<file path="config.mk">
export PLATFORM = sky130hd
export DESIGN_NAME = ps2_key_queue
export DESIGN_NICKNAME = d
export VERILOG_FILES = /design/src/rtl/ps2_key_queue.sv
export SDC_FILE = /design/constraint.sdc
export NUM_CORES = 1
export LEC_CHECK = 0
export ABC_AREA = 1
export BUFFER_PORTS_ARGS = -buffer_cell sky130_fd_sc_hd__buf_4
export CAP_MARGIN = 20
export CORE_AREA = 10 10 89 110
export DETAILED_ROUTE_END_ITERATION = 7
export DIE_AREA = 0 0 99 120
export PLACE_DENSITY = 0.77
export SLEW_MARGIN = 10
export SYNTH_ARGS = -nofsm -noshare
export SYNTH_HDL_FRONTEND = slang
export SYNTH_SLANG_ARGS = --single-unit
</file>
<file path="constraint.sdc">
create_clock -name clk -period 3 [get_ports clk]
set_clock_uncertainty 0.15 [all_clocks]
set_input_delay 0.45 -clock clk [delete_from_list [all_inputs] [get_ports clk]]
set_output_delay 0.45 -clock clk [all_outputs]
set_load 0.005 [all_outputs]
</file>
<file path="src/rtl/ps2_key_queue.sv">
// rtl/ps2_key_queue.sv - PS/2 receiver, scancode decoder and game-code FIFO
module ps2_key_queue #(
    parameter int FIFO_DEPTH      = 4,
    parameter int TIMEOUT_CYCLES  = 50000,
    parameter int REPEAT_SUPPRESS = 1,
    parameter int CNT_W           = $clog2(FIFO_DEPTH) + 1
) (
    input  logic             clk,
    input  logic             reset,
    input  logic             PS2_CLK,
    input  logic             PS2_DAT,
    output logic             out_valid,
    input  logic             out_ready,
    output logic [4:0]       out_letter,
    output logic [CNT_W-1:0] fifo_count,
    output logic             key_held,
    output logic             overflow,
    output logic             frame_err
);

    localparam int PTR_W = (FIFO_DEPTH > 1) ? $clog2(FIFO_DEPTH) : 1;
    localparam int TO_W  = $clog2(TIMEOUT_CYCLES + 1);

    typedef enum logic [1:0] {RX_IDLE, RX_DATA, RX_PARITY, RX_STOP} rx_state_t;
    typedef enum logic [1:0] {D_IDLE, D_EXT, D_BRK, D_EXT_BRK} dec_state_t;

    // Synchroniser and edge-detect registers; idle-high so reset never fakes an edge.
    logic clk_s1_q, clk_s2_q, clk_prev_q;
    logic dat_s1_q, dat_s2_q;
    logic ps2_fall;

    // Receiver state
    rx_state_t         rx_state_q;
    logic [2:0]        bit_cnt_q;
    logic [7:0]        shift_q;
    logic              parity_q;
    logic              byte_strobe_q;
    logic              frame_err_q;
    logic [TO_W-1:0]   to_cnt_q;
    logic              rx_timeout;

    // Decoder state
    dec_state_t        dec_state_q;
    logic [4:0]        held_code_q;
    logic              key_held_q;
    logic              push_q;
    logic [4:0]        push_data_q;
    logic              is_ext;
    logic              is_break;
    logic              is_prefix;
    logic [5:0]        map_res;
    logic              map_hit;
    logic [4:0]        map_val;
    logic              same_held;

    // FIFO state
    logic [4:0]        mem_q [FIFO_DEPTH];
    logic [PTR_W-1:0]  wr_ptr_q, rd_ptr_q;
    logic [CNT_W-1:0]  count_q, count_d;
    logic              overflow_q;
    logic              fifo_full;
    logic              do_pop;
    logic              do_push;

    // Scancode to game-code lookup; bit 5 flags a mapped code.
    function automatic logic [5:0] map_code(input logic [7:0] sc, input logic ext);
        logic [5:0] r;
        r = 6'd0;
        if (ext) begin
            if (sc == 8'h5A) r = {1'b1, 5'd26};
        end else begin
            case (sc)
                8'h1C: r = {1'b1, 5'd0};
                8'h32: r = {1'b1, 5'd1};
                8'h21: r = {1'b1, 5'd2};
                8'h23: r = {1'b1, 5'd3};
                8'h24: r = {1'b1, 5'd4};
                8'h2B: r = {1'b1, 5'd5};
                8'h34: r = {1'b1, 5'd6};
                8'h33: r = {1'b1, 5'd7};
                8'h43: r = {1'b1, 5'd8};
                8'h3B: r = {1'b1, 5'd9};
                8'h42: r = {1'b1, 5'd10};
                8'h4B: r = {1'b1, 5'd11};
                8'h3A: r = {1'b1, 5'd12};
                8'h31: r = {1'b1, 5'd13};
                8'h44: r = {1'b1, 5'd14};
                8'h4D: r = {1'b1, 5'd15};
                8'h15: r = {1'b1, 5'd16};
                8'h2D: r = {1'b1, 5'd17};
                8'h1B: r = {1'b1, 5'd18};
                8'h2C: r = {1'b1, 5'd19};
                8'h3C: r = {1'b1, 5'd20};
                8'h2A: r = {1'b1, 5'd21};
                8'h1D: r = {1'b1, 5'd22};
                8'h22: r = {1'b1, 5'd23};
                8'h35: r = {1'b1, 5'd24};
                8'h1A: r = {1'b1, 5'd25};
                8'h5A: r = {1'b1, 5'd26};
                8'h66: r = {1'b1, 5'd27};
                default: r = 6'd0;
            endcase
        end
        return r;
    endfunction

    // Two-flop synchronisers plus the previous synchronised clock for edge detection.
    always_ff @(posedge clk or negedge reset) begin
        if (!reset) begin
            clk_s1_q   <= 1'b1;
            clk_s2_q   <= 1'b1;
            clk_prev_q <= 1'b1;
            dat_s1_q   <= 1'b1;
            dat_s2_q   <= 1'b1;
        end else begin
            clk_s1_q   <= PS2_CLK;
            clk_s2_q   <= clk_s1_q;
            clk_prev_q <= clk_s2_q;
            dat_s1_q   <= PS2_DAT;
            dat_s2_q   <= dat_s1_q;
        end
    end

    assign ps2_fall   = clk_prev_q & ~clk_s2_q;
    assign rx_timeout = (rx_state_q != RX_IDLE) && !ps2_fall &&
                        (to_cnt_q == TO_W'(TIMEOUT_CYCLES));

    // Idle-time counter: cleared on every PS/2 falling edge and while idle, saturates.
    always_ff @(posedge clk or negedge reset) begin
        if (!reset) begin
            to_cnt_q <= '0;
        end else if (ps2_fall || rx_state_q == RX_IDLE) begin
            to_cnt_q <= '0;
        end else if (to_cnt_q != TO_W'(TIMEOUT_CYCLES)) begin
            to_cnt_q <= to_cnt_q + 1'b1;
        end
    end

    // Frame receiver: start, 8 data bits LSB first, odd parity, stop; strobes are registered.
    always_ff @(posedge clk or negedge reset) begin
        if (!reset) begin
            rx_state_q    <= RX_IDLE;
            bit_cnt_q     <= 3'd0;
            shift_q       <= 8'd0;
            parity_q      <= 1'b0;
            byte_strobe_q <= 1'b0;
            frame_err_q   <= 1'b0;
        end else begin
            byte_strobe_q <= 1'b0;
            frame_err_q   <= 1'b0;
            if (rx_timeout) begin
                rx_state_q  <= RX_IDLE;
                frame_err_q <= 1'b1;
            end else if (ps2_fall) begin
                case (rx_state_q)
                    RX_IDLE: begin
                        if (!dat_s2_q) begin
                            rx_state_q <= RX_DATA;
                            bit_cnt_q  <= 3'd0;
                        end
                    end
                    RX_DATA: begin
                        shift_q   <= {dat_s2_q, shift_q[7:1]};
                        bit_cnt_q <= bit_cnt_q + 3'd1;
                        if (bit_cnt_q == 3'd7) rx_state_q <= RX_PARITY;
                    end
                    RX_PARITY: begin
                        parity_q   <= dat_s2_q;
                        rx_state_q <= RX_STOP;
                    end
                    default: begin
                        rx_state_q <= RX_IDLE;
                        if (dat_s2_q && (^{shift_q, parity_q}))
                            byte_strobe_q <= 1'b1;
                        else
                            frame_err_q <= 1'b1;
                    end
                endcase
            end
        end
    end

    // Classify the received byte against the current prefix state.
    always_comb begin
        is_ext    = (dec_state_q == D_EXT) || (dec_state_q == D_EXT_BRK);
        is_break  = (dec_state_q == D_BRK) || (dec_state_q == D_EXT_BRK);
        is_prefix = ((shift_q == 8'hF0) && (dec_state_q == D_IDLE || dec_state_q == D_EXT)) ||
                    ((shift_q == 8'hE0) && (dec_state_q == D_IDLE));
        map_res   = map_code(shift_q, is_ext);
        map_hit   = map_res[5];
        map_val   = map_res[4:0];
        same_held = key_held_q && (held_code_q == map_val);
    end

    // Prefix tracker, repeat filter and held-key tracking; issues one push per accepted make.
    always_ff @(posedge clk or negedge reset) begin
        if (!reset) begin
            dec_state_q <= D_IDLE;
            held_code_q <= 5'd0;
            key_held_q  <= 1'b0;
            push_q      <= 1'b0;
            push_data_q <= 5'd0;
        end else begin
            push_q <= 1'b0;
            if (byte_strobe_q) begin
                if (is_prefix) begin
                    if (shift_q == 8'hE0)
                        dec_state_q <= D_EXT;
                    else if (dec_state_q == D_EXT)
                        dec_state_q <= D_EXT_BRK;
                    else
                        dec_state_q <= D_BRK;
                end else begin
                    dec_state_q <= D_IDLE;
                    if (map_hit) begin
                        if (is_break) begin
                            if (same_held) key_held_q <= 1'b0;
                        end else if (!(same_held && REPEAT_SUPPRESS != 0)) begin
                            push_q      <= 1'b1;
                            push_data_q <= map_val;
                            held_code_q <= map_val;
                            key_held_q  <= 1'b1;
                        end
                    end
                end
            end
        end
    end

    assign fifo_full = (count_q == CNT_W'(FIFO_DEPTH));
    assign do_pop    = out_valid && out_ready;
    assign do_push   = push_q && (!fifo_full || do_pop);

    // Occupancy next-state; a simultaneous push and pop cancel out.
    always_comb begin
        count_d = count_q;
        if (do_push && !do_pop)
            count_d = count_q + 1'b1;
        else if (!do_push && do_pop)
            count_d = count_q - 1'b1;
    end

    // FIFO storage, pointers and the sticky overflow flag.
    always_ff @(posedge clk or negedge reset) begin
        if (!reset) begin
            for (int i = 0; i < FIFO_DEPTH; i++) mem_q[i] <= 5'd0;
            wr_ptr_q   <= '0;
            rd_ptr_q   <= '0;
            count_q    <= '0;
            overflow_q <= 1'b0;
        end else begin
            if (do_push) begin
                mem_q[wr_ptr_q] <= push_data_q;
                wr_ptr_q        <= wr_ptr_q + 1'b1;
            end
            if (do_pop) rd_ptr_q <= rd_ptr_q + 1'b1;
            if (push_q && !do_push) overflow_q <= 1'b1;
            count_q <= count_d;
        end
    end

    assign out_valid  = (count_q != '0);
    assign out_letter = mem_q[rd_ptr_q];
    assign fifo_count = count_q;
    assign key_held   = key_held_q;
    assign overflow   = overflow_q;
    assign frame_err  = frame_err_q;

endmodule

</file>
==> impl_metrics.tcl, run 1 <==
set metrics [dict create \
    die_area_um2 11900 \
    grt_max_degree 75 \
    critPathMaxStageDelay_ns 0.38 \
    clkTransAtPathRegs_ns 0.09 \
    worst_pin_slew_ns 0.877 \
    ctsResizeCount 0 \
    dr.pass1.iters 5 \
    critical_path_class "reg -> reg" \
    synth-edff-count 0 \
    synth_area_um2 4110 \
    hold_path.class "in -> async" \
    finalCritPeriodShare_pct 90.8 \
    cp_max_fo 8 \
    initial_utilization_pct 53.3 \
    cpLargestDelayFamily "simple AND/OR/NAND/NOR gates" \
    die-height_um 120 \
    drcViolationCount 0 \
    port_buffers 16 \
    ios 17 \
    ant_nets 0 \
    n_antenna_cell 0 \
    top_layer "met4" \
    required_ns 3.08 \
    cp.arrival_ns 2.81 \
    placement_rows 36 \
    peakVddDrop_mv 0.460 \
    grt-ovfl-total 0 \
    avgViaCountPerCell 5.35 \
    crit_slowest_cell "ha_1" \
    hpwlAfterDp_um 6390 \
    cts_made_buffers 9 \
    yosys_warnings 0 \
    post-cts-setup-buffer-count 0 \
    cts.htree.levels 3 \
    synth_cells 528 \
    grt_util_all_layers_pct 14.7 \
    place_congestion 0.942 \
    p_per_area_nw_per_um2 781 \
    first_iter_violations 273 \
    ys_seq_elements 74 \
    nets 568 \
    cts_buffer_depth 2 \
    fillCellCount 676 \
    synthDistinctLibCells 42 \
    grt_setup_unrepaired "no" \
    hold_buffers 0 \
    synth.avg_cell_area_um2 7.78 \
    vias 3461 \
    path_cells "inv_2, ha_1, nand2_1, a21oi_1, nor2_1, nand2_1, nand2_1, nand3_1, nand2_1, nor2_1, nand2_1, nor2_1, nand3_2, ha_1, nor2_1, nand2_1, nand2_1, o21ai_0" \
    fmax_mhz 367 \
    maxCapViolations 0 \
    antenna_found_initial 0 \
    cts_tree "done" \
    wl_met2_um 4230 \
    wl_met3_um 336 \
    synth_fp_nets 549 \
    p_total_mw 3.51 \
    drt-total-wl_um 8460 \
    drive_gt1_share_pct 10.5 \
    syn_to_final_growth_pct 9.32 \
    status "finished clean" \
    grt_pass1_vias 3330 \
    path_common_cell "nand2_1" \
    clk_root_buffer_cell "clkbuf_8" \
    mostFrequentLayoutCells "147 x nand2_1, 69 x dfrtp_1, 63 x o21ai_0" \
    slew_headroom_pct 41.5 \
    die_w_um 99 \
    period_needed_ns 2.73 \
    hold_viol 0 \
    finalSetupViolations 0 \
    start_kind "flop" \
    met1_length_um 3630 \
    ys_seq_area_share_pct 45.2 \
    final_common_cell "nand2_1" \
    ys_async_sr_fraction_pct 100 \
    cts.sinks 74 \
    wl_per_cell_um 13.1 \
    ys_dominant_reg_cell "dfrtp_1" \
    power_leakage_nw 2.15 \
    tns_ns 0 \
    core_area_um2 7700 \
    end_kind "flop" \
    cp_num_buf_inv 1 \
    insertion_delay_ns 0.35 \
    grt_pass1_wl_um 14800 \
    final_max_slew_viol_count 0 \
]
==> path summary, 6_finish.rpt <==
kind                               end  slack [ns]       start  cells after the start
max in group asynchronous    frame_err        2.07       reset                      1
min reg2reg                   clk_s2_q        0.21    clk_s1_q                      0
min in group clk              dat_s1_q        0.05     PS2_DAT                      1
max                           key_held        0.27  shift_q[2]                     18
min                        rd_ptr_q[0]        0.05       reset                      1
max reg2reg                   key_held        0.27  shift_q[2]                     18
==> flip-flops by register name, indices dropped and copies added (netlist names), 2 cells and up <==
name         cells
mem_q           20
to_cnt_q        16
shift_q          8
push_data_q      5
bit_cnt_q        3
fifo_count       3
dec_state_q      2
rd_ptr_q         2
rx_state_q       2
wr_ptr_q         2
==> power breakdown <==
part           internal, mW  switching, mW  total [mW]  leakage, nW
logic                 0.571          0.893        1.46         1.08
clock network         0.315          0.401       0.716       0.0888
registers              1.14          0.190        1.33        0.982
==> final cells by class <==
class                   count  area (um2)  share of cell area [%]
clock buffers               9         124                    2.76
clock inverters             7        61.3                    1.36
inverters                  60         228                    5.07
multi-input cells         382        1950                    43.5
flip-flops and latches     74        1860                    41.4
well taps                  95         119                    2.65
repair buffers             20         150                    3.34
==> cells by family after synthesis <==
family,after synthesis,share of synthesized area [%]
buf+inv,72,7.28
compound gates,98,13.1
flops,74,45.2
xor+xnor,11,2.34
simple gates,255,26.5
mux,2,0.548
fa+ha+maj,16,5.05
==> Yosys cell counts, types with 3 or more instances <==
cell / number / share of area (%)
buf_2: 3 / 0.37
xnor2_1: 5 / 1.1
nand4_1: 8 / 1.2
dfstp_2: 5 / 3.2
nor2_1: 53 / 4.8
inv_2: 5 / 0.46
nand3_1: 28 / 3.4
a21oi_1: 15 / 1.8
nor3_1: 6 / 0.73
xor2_1: 6 / 1.3
clkbuf_1: 5 / 0.46
inv_1: 54 / 4.9
o22ai_1: 7 / 1.1
o21ai_0: 63 / 7.7
nand2_1: 147 / 13
dfrtp_1: 69 / 42
ha_1: 15 / 4.6
==> routing by layer <==
layer	GRT usage (%)	vias up
li1	-	1756
met1	16.6	1597
met2	25.6	82
met3	2.64	26
met4	7.72	0
met5	0	-
==> stage by stage <==
| stage | setup WS [ns] | hold slack [ns] | utilization (%) | std cells | area [um2] |
|---|---|---|---|---|---|
| floorplan | 0.670 | 0.00441 | - | 528 | 4110 |
| global placement | 0.355 | 0.196 | 55.9 | 631 | 4310 |
| detailed placement | 0.290 | 0.198 | 55.9 | 631 | 4310 |
| CTS | 0.265 | 0.0410 | 58.3 | 647 | 4490 |
| global route | 0.0179 | 0.0423 | 58.3 | 647 | 4490 |
| finish | 0.275 | 0.0472 | 58.3 | 647 | 4490 |
No activity file was read; power rests on OpenSTA's default activity.
==> run 2: changes to the inputs <==
--- a/config.mk
+++ b/config.mk
@@ -6,12 +6,12 @@
 export NUM_CORES = 1
 export LEC_CHECK = 0
 export ABC_AREA = 1
-export BUFFER_PORTS_ARGS = -buffer_cell sky130_fd_sc_hd__buf_4
 export CAP_MARGIN = 20
 export CORE_AREA = 10 10 89 110
 export DETAILED_ROUTE_END_ITERATION = 7
 export DIE_AREA = 0 0 99 120
-export PLACE_DENSITY = 0.77
+export DONT_BUFFER_PORTS = 1
+export PLACE_DENSITY = 0.75
 export SLEW_MARGIN = 10
 export SYNTH_ARGS = -nofsm -noshare
 export SYNTH_HDL_FRONTEND = slang
==> constraint.sdc (replaced) <==
create_clock -name clk -period 2.6 [get_ports clk]
set_clock_uncertainty 0.15 [all_clocks]
set_input_delay 0.39 -clock clk [delete_from_list [all_inputs] [get_ports clk]]
set_output_delay 0.39 -clock clk [all_outputs]
set_load 0.005 [all_outputs]
==> impl_metrics.tcl, run 2 (synthesis gave the netlist of run 1 again) <==
set metrics [dict create \
    die_area_um2 11900 \
    instances_no_fill 645 \
    insertion_delay_ns 0.36 \
    gr-usage-met2_pct 27.9 \
    drive_gt1_share_pct 11.1 \
    min_from "out_ready" \
    critical_path_class "reg -> reg" \
    timing.rr.start "shift_q[1]" \
    hpwlAfterDp_um 6580 \
    clkTransAtPathRegs_ns 0.08 \
    final_max_slew_viol_count 0 \
    path_cells "ha_1, nand2_1, a21oi_2, nor2_1, nand2_1, nand2_1, nand3_1, nand2_1, nor2_1, nand2_1, nor2_1, nand3_2, ha_1, nor2_1, nand2_1, nand2_1, o21ai_0" \
    regMostFlops "mem_q" \
    required_ns 2.69 \
    clk_root_buffer_cell "clkbuf_8" \
    seqCellArea_um2 1860 \
    cp_max_fo 7 \
    pwr-share-comb_pct 39.4 \
    cp.arrival_ns 2.55 \
    fmax_mhz 407 \
    critPathMaxStageDelay_ns 0.45 \
    drcViolationCount 0 \
    cts_made_buffers 9 \
    ios 17 \
    die-height_um 120 \
    finalSetupViolations 0 \
    wl_per_cell_um 14.0 \
    grt-ovfl-total 0 \
    die_w_um 99 \
    avgViaCountPerCell 5.34 \
    port_buffers 0 \
    syn_to_final_growth_pct 10.9 \
    cts.htree.levels 3 \
    path_common_cell "nand2_1" \
    peakVddDrop_mv 0.612 \
    maxCapViolations 0 \
    placement_rows 36 \
    p_per_area_nw_per_um2 919 \
    globalRoute.busiestLayer "met2" \
    hold_slack_ns 0.0612 \
    cts.sinks 74 \
    nets 566 \
    ant_nets 0 \
    post-place-cells 624 \
    drt-total-wl_um 9000 \
    grt_pass1_wl_um 15700 \
    grt_pass1_vias 3422 \
    grt_setup_unrepaired "yes" \
    crit_slowest_cell "dfrtp_2" \
    initial_utilization_pct 53.3 \
    pwr-share-clk_pct 23.6 \
    cts_tree "done" \
    n_antenna_cell 0 \
    start_kind "flop" \
    fin_util_pct 59.2 \
    hold_viol 0 \
    mostFrequentLayoutCells "146 x nand2_1, 64 x dfrtp_1, 63 x o21ai_0" \
    slew_headroom_pct 62.9 \
    largest_reg_flops 20 \
    cp-startpoint "shift_q[1]" \
    core_area_um2 7700 \
    period_needed_ns 2.45 \
    vias 3445 \
    multiInputGateArea_um2 1960 \
    end_kind "flop" \
    hold_path.class "in -> reg" \
    p_sw_mw 1.69 \
    final_common_cell "nand2_1" \
    cts_buffer_depth 2 \
    finalCritPeriodShare_pct 94.4 \
    antenna_found_initial 0 \
    grt_max_degree 75 \
    p_int_mw 2.50 \
    grt_use_met1_pct 17.1 \
    seqPwrFrac_pct 37.0 \
    place_congestion 0.989 \
    power_leakage_nw 2.16 \
    first_iter_violations 132 \
    swShare_pct 40.3 \
    dr.pass1.iters 4 \
    status "finished clean" \
    grt_util_all_layers_pct 16.1 \
    worst_pin_slew_ns 0.552 \
    fillCellCount 669 \
    reg_top3 "mem_q: 20 flops, to_cnt_q: 16 flops, shift_q: 8 flops" \
    gr-usage-met3_pct 3.04 \
]
[run 2: routing by layer]
| metal | share of wire [%] | vias up | routed length (um) |
|---|---|---|---|
| met5 | 0 | - | 0 |
| met4 | 3.0 | 0 | 267 |
| met3 | 4.1 | 19 | 373 |
| met2 | 52 | 68 | 4650 |
| met1 | 41 | 1608 | 3720 |
| li1 | - | 1750 | - |
[run 2: critical path, delay by kind of cell (launching register included)]
kind | cells | cell delay (ns)
and+or+nand+nor | 13 | 0.93
adders and majority gates | 2 | 0.59
DFF | 1 | 0.45
AOI/OAI and AO/OA | 2 | 0.22
[run 2: power by group through the flow]
stage	logic (mW)	clock network (mW)	registers, mW
6_report	1.65	0.988	1.55
5_1_grt	1.92	1.06	1.58
3_3_place_gp	1.58	0	1.56
3_5_place_dp	1.59	0	1.56
4_1_cts	1.64	1.01	1.54
2_1_floorplan	1.31	0	1.45
[run 2: layout make-up]
| type | count | area share (%) |
|---|---|---|
| Multi-Input combinational cell | 382 | 43.1 |
| Sequential cell | 74 | 40.9 |
| Inverter | 60 | 5.05 |
| Timing Repair Buffer | 18 | 3.57 |
| Clock buffer | 11 | 3.10 |
| Tap cell | 95 | 2.61 |
| Clock inverter | 5 | 1.70 |
[run 2: metrics by stage]
step | total power [mW] | TNS [ns] | worst slack, ns | area (um2)
after CTS | 4.19 | 0 | 0.0657 | 4530
after global routing | 4.56 | -0.117 | -0.117 | 4560
after floorplan | 2.76 | 0 | 0.270 | 4110
final | 4.19 | 0 | 0.146 | 4560
after detailed placement | 3.15 | 0 | 0.0928 | 4250
after global placement | 3.14 | 0 | 0.0839 | 4250
[run 2: path summary, 6_finish.rpt]
| check | to | slack [ns] | depth (start not counted) |
|---|---|---|---|
| worst min-delay path | rd_ptr_q[0] | 0.06 | 2 |
| worst min register to register | clk_s2_q | 0.21 | 0 |
| worst max register to register | key_held | 0.15 | 17 |
| min in group asynchronous | rd_ptr_q[1] | 0.42 | 2 |
| worst max-delay path | key_held | 0.15 | 17 |
| max in group asynchronous | clk_s2_q | 1.52 | 2 |
[run 2: what timing repair did]
action	in CTS	in global routing
setup endpoints to repair	0	9
buffers inserted	0	1
hold buffers	4	0
gates resized for setup	0	10
endpoints found under the hold margin	76	0
==> run 3: changes to the inputs <==
--- a/config.mk
+++ b/config.mk
@@ -7,11 +7,11 @@
 export LEC_CHECK = 0
 export ABC_AREA = 1
 export CAP_MARGIN = 20
-export CORE_AREA = 10 10 89 110
+export CORE_AREA = 10 10 120 149
 export DETAILED_ROUTE_END_ITERATION = 7
-export DIE_AREA = 0 0 99 120
+export DIE_AREA = 0 0 130 159
 export DONT_BUFFER_PORTS = 1
-export PLACE_DENSITY = 0.75
+export PLACE_DENSITY = 0.47
 export SLEW_MARGIN = 10
 export SYNTH_ARGS = -nofsm -noshare
 export SYNTH_HDL_FRONTEND = slang
==> impl_metrics.tcl, run 3 (synthesis gave the netlist of run 1 again) <==
set metrics [dict create \
    grt_pass1_wl_um 16300 \
    hold_viol 0 \
    drive_gt1_share_pct 15.1 \
    drcViolationCount 0 \
    fmax_mhz 416 \
    regMostFlops "mem_q" \
    status "finished clean" \
    largest_reg_flops 20 \
    placement_rows 50 \
    dr.pass1.iters 5 \
    tns_ns 0 \
    cts_buffer_depth 2 \
    insertion_delay_ns 0.34 \
    worst_pin_slew_ns 0.500 \
    n_antenna_cell 0 \
    p_total_mw 4.67 \
    end_kind "flop" \
    critical_path_class "reg -> reg" \
    instances_no_fill 738 \
    grt_pass1_vias 3400 \
    p_per_area_nw_per_um2 952 \
    period_needed_ns 2.40 \
    ios 17 \
    antenna_found_initial 0 \
    grt_max_degree 75 \
    start_kind "flop" \
    syn_to_final_growth_pct 19.3 \
    drt-total-wl_um 9620 \
    cp.arrival_ns 2.47 \
    hpwlAfterDp_um 6910 \
    required_ns 2.67 \
    placed_area_um2 4380 \
    finalSetupViolations 0 \
    avgViaCountPerCell 4.71 \
    place_congestion 0.878 \
    path_common_cell "nand2_1" \
    core_area_um2 14900 \
    initial_utilization_pct 27.6 \
    post-place-cells 713 \
    path_cells "buf_8, nor2_4, nand2_1, nand3_1, nand2_1, nand3b_1, nand2_1, nand2_1, nand2_1, nand2_1, nand2_1, nand2_1, nand3_2, ha_4, nor2_2, nand2_1, nand2_1, o21ai_0" \
    cp_max_fo 5 \
    multiInputGateArea_um2 2030 \
    final_area_um2 4900 \
    port_buffers 0 \
    crit_slowest_cell "dfrtp_2" \
    grt-ovfl-total 0 \
    slew_headroom_pct 66.4 \
    first_iter_violations 196 \
    grt_util_all_layers_pct 9.73 \
    peakVddDrop_mv 0.407 \
    cts.htree.levels 3 \
    seqCellArea_um2 1860 \
    maxCapViolations 0 \
    clk_root_buffer_cell "clkbuf_16" \
    vias 3476 \
    cts_tree "done" \
    ant_nets 0 \
    nets 572 \
    final_common_cell "nand2_1" \
    mostFrequentLayoutCells "139 x nand2_1, 64 x dfrtp_1, 60 x o21ai_0" \
    cts_made_buffers 9 \
    critPathMaxStageDelay_ns 0.47 \
    wl_per_cell_um 13.0 \
    power_leakage_nw 2.24 \
    final_max_slew_viol_count 0 \
    hold_slack_ns 0.0603 \
    reg_top3 "mem_q: 20 flops, to_cnt_q: 16 flops, shift_q: 8 flops" \
    finalCritPeriodShare_pct 92.4 \
    die_w_um 130 \
    die-height_um 159 \
    hold_path.class "in -> reg" \
    cts.sinks 74 \
    fillCellCount 1576 \
    die_area_um2 20700 \
    clkTransAtPathRegs_ns 0.06 \
]
run 3: worst paths after layout:
check	from	to	slack, ns	cells past startpoint
hold reg to reg	dat_s1_q	dat_s2_q	0.21	0
min in group asynchronous	reset	fifo_count[0]	0.43	2
max in group asynchronous	reset	clk_s2_q	1.50	2
setup reg to reg	shift_q[1]	key_held	0.20	18
hold / removal	out_ready	rd_ptr_q[0]	0.06	2
setup / recovery	shift_q[1]	key_held	0.20	18
run 3: layout make-up:
type,count,area share [%]
clock buffer,11,5.15
sequential,74,38.0
timing repair buffer,24,4.70
tap,182,4.64
inverter,60,4.75
multi-input combinational,382,41.5
clock inverter,5,1.25
run 3: metal layers:
metal	vias up	track usage [%]	share of wire, %
met5	-	0	0
met4	0	5.43	2.8
met3	20	2.80	4.7
met2	66	15.1	49
met1	1621	11.7	44
li1	1769	-	-
run 3: per-stage QoR:
step	utilization [%]	worst slack, ns
6_report	32.9	0.197
5_1_grt	32.9	-0.00173
4_1_cts	31.9	0.0890
3_5_place_dp	29.4	0.112
3_3_place_gp	29.4	0.0867
2_1_floorplan	-	0.270
run 3: repair_timing:
item                       CTS  global route
hold endpoints to repair    76             0
buffers inserted             0             4
setup endpoints to repair    0             1
hold buffers                 4             0
resized for setup            0            35
run 3: power by group:
part	internal, mW	switching (mW)
Clock	0.799	0.512
Sequential	1.32	0.222
Combinational	0.694	1.12
run 3: worst max-delay path: cells and delay by family, from the launching register on:
family          cells  cell delay, ns
compound gates      1            0.07
fa+ha+maj           1            0.20
buf+inv             1            0.16
flops               1            0.47
simple gates       15            1.22
